[src/rtl/demorgan_pkg.sv]
// Shared types and constants for the demorgan truth-table sweep controller.
// The expected words are the datapath outputs for each {A,B} input vector.
package demorgan_pkg;

  typedef enum logic [1:0] {
    ST_IDLE   = 2'd0,
    ST_SETTLE = 2'd1,
    ST_CHECK  = 2'd2,
    ST_DONE   = 2'd3
  } state_e;

  localparam int OBS_NA      = 0;
  localparam int OBS_NB      = 1;
  localparam int OBS_NANDNB  = 2;
  localparam int OBS_AANDB   = 3;
  localparam int OBS_NAB     = 4;
  localparam int OBS_NAORNB  = 5;
  localparam int OBS_AORB    = 6;
  localparam int OBS_NAORB   = 7;

  localparam logic [7:0] EXP_00 = 8'hB7;
  localparam logic [7:0] EXP_01 = 8'h71;
  localparam logic [7:0] EXP_10 = 8'h72;
  localparam logic [7:0] EXP_11 = 8'h48;

  function automatic logic [7:0] exp_obs(input logic a, input logic b);
    logic [7:0] r;
    case ({a, b})
      2'b00:   r = EXP_00;
      2'b01:   r = EXP_01;
      2'b10:   r = EXP_10;
      default: r = EXP_11;
    endcase
    return r;
  endfunction

endpackage

[src/rtl/demorgan_expect.sv]
// Combinational expected-output lookup for one {A,B} vector of the demorgan datapath.
module demorgan_expect
  import demorgan_pkg::*;
(
  input  logic       a_i,
  input  logic       b_i,
  output logic [7:0] exp_o
);

  assign exp_o = exp_obs(a_i, b_i);

endmodule

[src/rtl/demorgan_sweep_ctrl.sv]
// Walks the datapath through all four {A,B} vectors, samples its outputs after a
// settle window and records mismatch count plus the first failing vector and mask.
module demorgan_sweep_ctrl
  import demorgan_pkg::*;
#(
  parameter int SETTLE_CYCLES = 1
) (
  input  logic       clk,
  input  logic       reset,
  input  logic       start,
  input  logic       abort,
  input  logic [7:0] obs,
  output logic       a_out,
  output logic       b_out,
  output logic       busy,
  output logic       done,
  output logic       pass,
  output logic [2:0] err_count,
  output logic [1:0] first_fail_vec,
  output logic [7:0] first_fail_mask
);

  localparam int CNT_W = (SETTLE_CYCLES > 1) ? $clog2(SETTLE_CYCLES) : 1;
  localparam logic [CNT_W-1:0] CNT_LAST = CNT_W'(SETTLE_CYCLES - 1);

  state_e           state_q, state_d;
  logic [1:0]       vec_q, vec_d;
  logic [CNT_W-1:0] cnt_q, cnt_d;
  logic             a_q, a_d;
  logic             b_q, b_d;
  logic             pass_q, pass_d;
  logic [2:0]       err_q, err_d;
  logic [1:0]       ffv_q, ffv_d;
  logic [7:0]       ffm_q, ffm_d;

  logic [7:0]       exp_w;
  logic [7:0]       diff_w;

  // Expected word follows the vector counter, which tracks {a_out,b_out} while busy.
  demorgan_expect u_expect (
    .a_i   (vec_q[1]),
    .b_i   (vec_q[0]),
    .exp_o (exp_w)
  );

  assign diff_w = obs ^ exp_w;

  always_ff @(posedge clk or posedge reset) begin
    if (reset) begin
      state_q <= ST_IDLE;
      vec_q   <= 2'd0;
      cnt_q   <= '0;
      a_q     <= 1'b0;
      b_q     <= 1'b0;
      pass_q  <= 1'b0;
      err_q   <= 3'd0;
      ffv_q   <= 2'd0;
      ffm_q   <= 8'd0;
    end else begin
      state_q <= state_d;
      vec_q   <= vec_d;
      cnt_q   <= cnt_d;
      a_q     <= a_d;
      b_q     <= b_d;
      pass_q  <= pass_d;
      err_q   <= err_d;
      ffv_q   <= ffv_d;
      ffm_q   <= ffm_d;
    end
  end

  always_comb begin
    state_d = state_q;
    vec_d   = vec_q;
    cnt_d   = cnt_q;
    a_d     = a_q;
    b_d     = b_q;
    pass_d  = pass_q;
    err_d   = err_q;
    ffv_d   = ffv_q;
    ffm_d   = ffm_q;

    if (abort) begin
      // Partial error results are kept so the host can inspect what was seen so far.
      state_d = ST_IDLE;
      a_d     = 1'b0;
      b_d     = 1'b0;
      pass_d  = 1'b0;
    end else begin
      case (state_q)
        ST_IDLE: begin
          if (start) begin
            state_d = ST_SETTLE;
            vec_d   = 2'd0;
            cnt_d   = '0;
            a_d     = 1'b0;
            b_d     = 1'b0;
            pass_d  = 1'b0;
            err_d   = 3'd0;
            ffv_d   = 2'd0;
            ffm_d   = 8'd0;
          end
        end
        ST_SETTLE: begin
          if (cnt_q == CNT_LAST) begin
            state_d = ST_CHECK;
          end else begin
            cnt_d = cnt_q + 1'b1;
          end
        end
        ST_CHECK: begin
          if (diff_w != 8'd0) begin
            err_d = err_q + 3'd1;
            if (err_q == 3'd0) begin
              ffv_d = vec_q;
              ffm_d = diff_w;
            end
          end
          if (vec_q == 2'd3) begin
            state_d = ST_DONE;
          end else begin
            state_d    = ST_SETTLE;
            vec_d      = vec_q + 2'd1;
            {a_d, b_d} = vec_q + 2'd1;
            cnt_d      = '0;
          end
        end
        ST_DONE: begin
          state_d = ST_IDLE;
          pass_d  = (err_q == 3'd0);
          a_d     = 1'b0;
          b_d     = 1'b0;
        end
        default: state_d = ST_IDLE;
      endcase
    end
  end

  assign a_out           = a_q;
  assign b_out           = b_q;
  assign busy            = (state_q == ST_SETTLE) || (state_q == ST_CHECK);
  assign done            = (state_q == ST_DONE);
  assign pass            = pass_q;
  assign err_count       = err_q;
  assign first_fail_vec  = ffv_q;
  assign first_fail_mask = ffm_q;

endmodule

[config.mk]
export PLATFORM = sky130hd
export DESIGN_NAME = demorgan_sweep_ctrl
export DESIGN_NICKNAME = d
export VERILOG_FILES = /design/src/rtl/demorgan_pkg.sv /design/src/rtl/demorgan_expect.sv /design/src/rtl/demorgan_sweep_ctrl.sv
export SDC_FILE = /design/constraint.sdc
export NUM_CORES = 1
export LEC_CHECK = 0
export CORE_ASPECT_RATIO = 0.9
export CORE_MARGIN = 4
export CORE_UTILIZATION = 45
export DETAILED_ROUTE_END_ITERATION = 8
export GPL_ROUTABILITY_DRIVEN = 0
export PLACE_DENSITY_LB_ADDON = 0.2
export SYNTH_ARGS = -nofsm -noshare
export SYNTH_HDL_FRONTEND = slang
export SYNTH_SLANG_ARGS = --single-unit
[constraint.sdc]
create_clock -name clk -period 2.1 [get_ports clk]
set_input_delay 0.315 -clock clk [delete_from_list [all_inputs] [get_ports clk]]
set_output_delay 0.315 -clock clk [all_outputs]
set_load 0.05 [all_outputs]
Word level (Yosys, flattened, before mapping)
Cells that the tools add are included.
{"block": "word_totals", "reg_bits": 21, "in_bits": 12, "output_inout_bits": 18, "elab_cells": 74}
{"block": "op_classes", "addsub": 3, "n_eq_ne": 13, "muxes": 31, "bitwise_logic": 2, "reduce_logical": 16}
{"operator": "2-to-1 mux 8 bit", "count": 3}
{"operator": "one-hot mux 8 bit (3 select lines)", "count": 1}
{"operator": "2-to-1 mux 2 bit", "count": 8}
{"operator": "one-hot mux 8 bit (2 select lines)", "count": 1}
{"operator": "AND reduction 4 bit", "count": 3}
{"operator": "inequality test 3 bit, second input constant", "count": 3}
{"operator": "one-hot mux 1 bit (3 select lines)", "count": 3}
{"operator": "== test 2 bit, second input constant", "count": 4}
{"operator": "2-to-1 mux 1 bit", "count": 8}
{"operator": "inequality test 2 bit, second input constant", "count": 4}
{"operator": "one-hot mux 2 bit (2 select lines)", "count": 2}
{"operator": "one-hot mux 2 bit (4 select lines)", "count": 1}
{"operator": "nonzero test 8 bit", "count": 1}
{"operator": "XOR 8 bit", "count": 1}
{"operator": "2-to-1 mux 3 bit", "count": 2}
{"operator": "one-hot mux 3 bit (2 select lines)", "count": 1}
{"operator": "nonzero test 3 bit", "count": 2}
{"operator": "AND reduction 5 bit", "count": 1}
{"operator": "== test 2 x 1 -> 1 bit, second input constant", "count": 2}
{"operator": "zero test 2 bit", "count": 2}
{"operator": "AND reduction 2 bit", "count": 2}
{"operator": "nonzero test 4 bit", "count": 1}
{"operator": "adder 3 x 1 -> 3 bit, second input constant", "count": 1}
{"operator": "zero test 3 bit", "count": 1}
{"operator": "other kinds (7)", "count": 7}

Depth between registers and ports, before layout
Gate-level depths: netlist (run 1).
{"block": "depth", "word_depth": 6, "mapped_depth": 9, "ltp_nobuf": 7}

Hierarchy
From an unflattened synthesis (run 1), not the netlist that was laid out.
{"block": "hier_totals", "hier_cells": 129, "area_unflattened_um2": 1174.9}
{"mod": "demorgan_sweep_ctrl", "n_inst": 1, "cells_each": 121, "area_each_um2": 1131.1, "seq_area_each_um2": 500.5}
{"mod": "demorgan_expect", "n_inst": 1, "cells_each": 8, "area_each_um2": 43.8, "seq_area_each_um2": 0.0}

Worst setup path after synthesis (run 1)
Ideal clock, no wire load.
{"block": "synth_timing", "path_kind": "reg2reg", "from": "reg vec_q[0]", "to": "reg ffv_q[1], in the netlist first_fail_vec[1]", "setup_time_ns": 0.121, "t_arrival_ns": 1.785, "t_required_ns": 1.979, "setup_slack_ns": 0.195, "path_stages_with_launch": 9, "n_path_buf": 2, "period_less_slack_ns": 1.905, "path_cell_list": "dfrtp_1 -> ha_1 -> buf_6 -> o21bai_2 -> xnor2_2 -> o31ai_4 -> a21o_1 -> buf_6 -> a22o_1"}
{"block": "synth_between", "elab_chain_len": 6, "word_cells_on_any_way": 8, "classes_between": "3 x eq/ne; 1 x mux; 1 x bitwise; 3 x reduce/logical"}
{"element": "start, declared", "line_no": "demorgan_sweep_ctrl.sv:27", "source": "logic [1:0] vec_q, vec_d;"}
{"element": "start signal, assigned", "line_no": "demorgan_sweep_ctrl.sv:61", "source": "vec_q <= vec_d;"}
{"element": "== test 2 bit, or another cell as far along", "line_no": "demorgan_pkg.sv:28", "source": "case ({a, b})"}
{"element": "one-hot mux 8 bit (3 select lines) (*)", "line_no": "demorgan_pkg.sv:28"}
{"element": "XOR 8 bit (*)", "line_no": "demorgan_sweep_ctrl.sv:46", "source": "assign diff_w = obs ^ exp_w;"}
{"element": "nonzero test 8 bit (*)", "line_no": "demorgan_sweep_ctrl.sv:112", "source": "if (diff_w != 8'd0) begin"}
{"element": "inequality test 2 bit (no line) (*)"}
{"element": "AND reduction 5 bit (no line) (*)"}
{"element": "end signal, assigned", "line_no": "demorgan_sweep_ctrl.sv:67", "source": "ffv_q <= ffv_d;"}
{"element": "end, declared", "line_no": "demorgan_sweep_ctrl.sv:33", "source": "logic [1:0] ffv_q, ffv_d;"}
Mark *: on every way between the ends. The rest lies on a longest branch, timed or not.
A chain may end at the register's enable or synchronous reset.

Worst setup path in the final report (run 1)
{"block": "layout_timing", "from": "reg state_q[0]", "to": "out done"}
{"block": "layout_between", "elab_chain_len": 1}
{"element": "start, declared", "line_no": "demorgan_sweep_ctrl.sv:26", "source": "state_e state_q, state_d;"}
{"element": "start signal, assigned", "line_no": "demorgan_sweep_ctrl.sv:60", "source": "state_q <= state_d;"}
{"element": "== test 2 bit", "line_no": "demorgan_sweep_ctrl.sv:142", "source": "assign done = (state_q == ST_DONE);"}
{"element": "end, declared", "line_no": "demorgan_sweep_ctrl.sv:16", "source": "output logic done,"}
Every way passes these cells.

==> results of run 1 <==
sequential cells by signal, indices dropped and copies added (netlist names):
signal and count:
a_out 1, b_out 1, err_count 3, first_fail_mask 8, first_fail_vec 2, pass 1, state_q 2, vec_q 2
stage by stage:
stage / area (µm²) / setup slack [ps] / hold WS, ps / utilization [%] / cells
after floorplan: 1220 / 195 / 279 / - / 115
final: 1570 / 58.7 / 327 / 62.4 / 176
after CTS: 1560 / 8.24 / 334 / 62.1 / 175
after detailed placement: 1540 / 39.7 / 470 / 61.2 / 172
after global routing: 1570 / 0.636 / 360 / 62.4 / 176
after global placement: 1540 / 111 / 452 / 61.2 / 172
worst register-to-register path: stages (launching register included):
cell      delay, ps
dfrtp_1         420
inv_1           120
ha_1            340
o21bai_2        110
xnor2_2         250
o31ai_4         110
a21o_2          280
a22o_1          250
cell usage in the layout (no fill, tap or decap), drive strengths merged, types with 4 or more instances in the layout:
master | synthesis | final
o21ai | 6 | 6
xnor2 | 4 | 4
xor2 | 4 | 4
o22ai | 4 | 4
clkdlybuf4s50 | 0 | 28
nor2 | 4 | 4
buf | 5 | 9
dfrtp | 20 | 20
nand2 | 13 | 13
ha | 9 | 9
o2bb2ai | 7 | 7
inv | 8 | 8
a21oi | 4 | 4
power breakdown:
| group | internal [mW] | leakage (nW) | switching (mW) |
|---|---|---|---|
| clock | 0.0670 | 0.0138 | 0.112 |
| sequential | 0.427 | 0.275 | 0.0314 |
| combinational | 0.208 | 0.405 | 0.337 |
Yosys cell counts (all sizes together):
cell	n
o31ai	2
clkbuf	2
nand2b	1
dfrtp	20
and3b	2
nor2b	2
o41ai	1
buf	5
o22ai	4
nor2	4
o21ai	6
a211oi	1
nand2	13
a21o	1
ha	9
o2bb2ai	7
nand4b	1
or4	1
nor4	1
nor3b	3
nand4	1
xnor2	4
a21oi	4
inv	8
a22o	3
nor3	3
xor2	4
o21bai	1
mux2i	1
per-layer routing:
layer  track usage [%]  up-vias  share of wire, %
met4              5.66        0               1.5
met5                 0        -                 0
met1              20.4      449                47
li1                  -      471                 -
met2              25.4       19                46
met3              5.31        6               4.6
repair_timing:
item | CTS | global route
setup endpoints to repair | 0 | 9
resized for setup | 0 | 1
setup buffers | 0 | 1
hold buffers | 0 | 0
kinds of logic (layout without fill, tap and decap cells):
| kind of cell | Yosys count | count (layout) | synth area share, % |
|---|---|---|---|
| xor+xnor | 8 | 8 | 6.37 |
| simple gates | 32 | 32 | 16.0 |
| buf+inv | 15 | 48 | 7.19 |
| flops | 20 | 20 | 41.1 |
| mux | 1 | 1 | 0.822 |
| fa+ha+maj | 9 | 9 | 9.25 |
| compound gates | 30 | 30 | 19.2 |
final timing paths:
check / slack (ps) / to / start
worst max register to register: 120 / first_fail_vec[1] / vec_q[0]
worst min register to register: 490 / a_out / a_out
max in group asynchronous: 1560 / first_fail_mask[1] / reset
worst min-delay path: 330 / first_fail_mask[2] / reset
worst max-delay path: 60 / done / state_q[0]
min in group clk: 490 / a_out / a_out
cell type report:
cell class | count | share of cell area (%)
Clock buffer | 3 | 1.44
Inverter | 8 | 1.92
Multi-Input combinational cell | 80 | 40.3
Sequential cell | 20 | 31.9
Tap cell | 28 | 2.24
Timing Repair Buffer | 37 | 22.2
==> metrics, run 1 <==
area of the multi-input gates 631 µm²; initial DRC count 30; Fin Setup TNS 0 ps; first-pass GRT wire length 4.55 mm; Clock Skews 5.22 ps; area leader, netlist dfrtp_1; CTS Root Cell clkbuf_4; Mapped Cells 115; register area 500 µm²; routed len/inst 15.0 µm; largest net degree at the start of global routing 21; 1st-pass router iterations 4; register area share after synthesis 41.1%; fillcell total 233; maximum VDD drop 0.000461 V; Top delay family on crit path buffers and inverters; synth warn 0; later-pin clock latency in the skew report 300 ps; routed vias 945; DP HPWL 2.05 mm; total power 1.18 mW; initial antenna violation count 0; number of diodes 0; post-synthesis cell type count 37; slew margin rel. 65.9%; row count 17; HP Class in2async; Die Y 57.3 µm; register clock-pin slew on the reported worst setup and hold paths 110 ps; Total Routed Length 2.64 mm; buffers and inverters on the worst path 1; post-layout min period 2040 ps; Setup crit start kind flop; RSZ-0062 raised after global routing no; CTS Buf Count 3; Crit. End Element output pin; Max stage delay cell, worst path clkdlybuf4s50_1; crit-path cells ha_1 > clkdlybuf4s50_1; Total Die Area 3600 µm²; final setup violation count 0; CTS tree done; Critical Path Stages 2; ANT nets after route 0; fmax 490 MHz; core area 2510 µm²; port bufs 29; IO Pins 30; Worst Max-Slew Pin Slew 510 ps; CTS Buffer Depth 2; Die X 62.8 µm; fin crit share 97.2%; Layout Nets 171; Synth Register Bits 20; H-tree Lvls 1; final hold vios 0; DR vias/cell 5.37; syn avg cell area 10.6 µm²; Synth Net Count 136; Total GRT Usage 15.9%; Pins Over Slew Limit 0; Leak 0.694 nW; vias in the first global route 998; Worst Path Required 1780 ps; DRC 0; CP max FO 3; Initial Utilization 48.5%; share of cells above drive strength 1 14.9%; CTS Sinks 20; delay of the slowest critical-path stage 820 ps; area delta synth->final 28.7%; CP Data Arrival Time 1730 ps; Reg2Reg Depth 7; status complete, no violations; Cell Pwr Density 755 nW/µm²; Congestion Overflow GR 0; Setup CP Type reg2out; total of max-cap violations 0; post-synth top area share 41.1%; synth top area cells dfrtp_1, ha_1, o2bb2ai_1; Cell Area, Synth 1220 µm²
(Power assumes the default switching activity.)
==> inputs of run 2 (changes only) <==
--- a/config.mk
+++ b/config.mk
@@ -11,6 +11,7 @@
 export DETAILED_ROUTE_END_ITERATION = 8
 export GPL_ROUTABILITY_DRIVEN = 0
 export PLACE_DENSITY_LB_ADDON = 0.2
+export SLEW_MARGIN = 20
 export SYNTH_ARGS = -nofsm -noshare
 export SYNTH_HDL_FRONTEND = slang
 export SYNTH_SLANG_ARGS = --single-unit
==> results of run 2 <==
Final layout, timing and power as in run 1 (identical DEF).
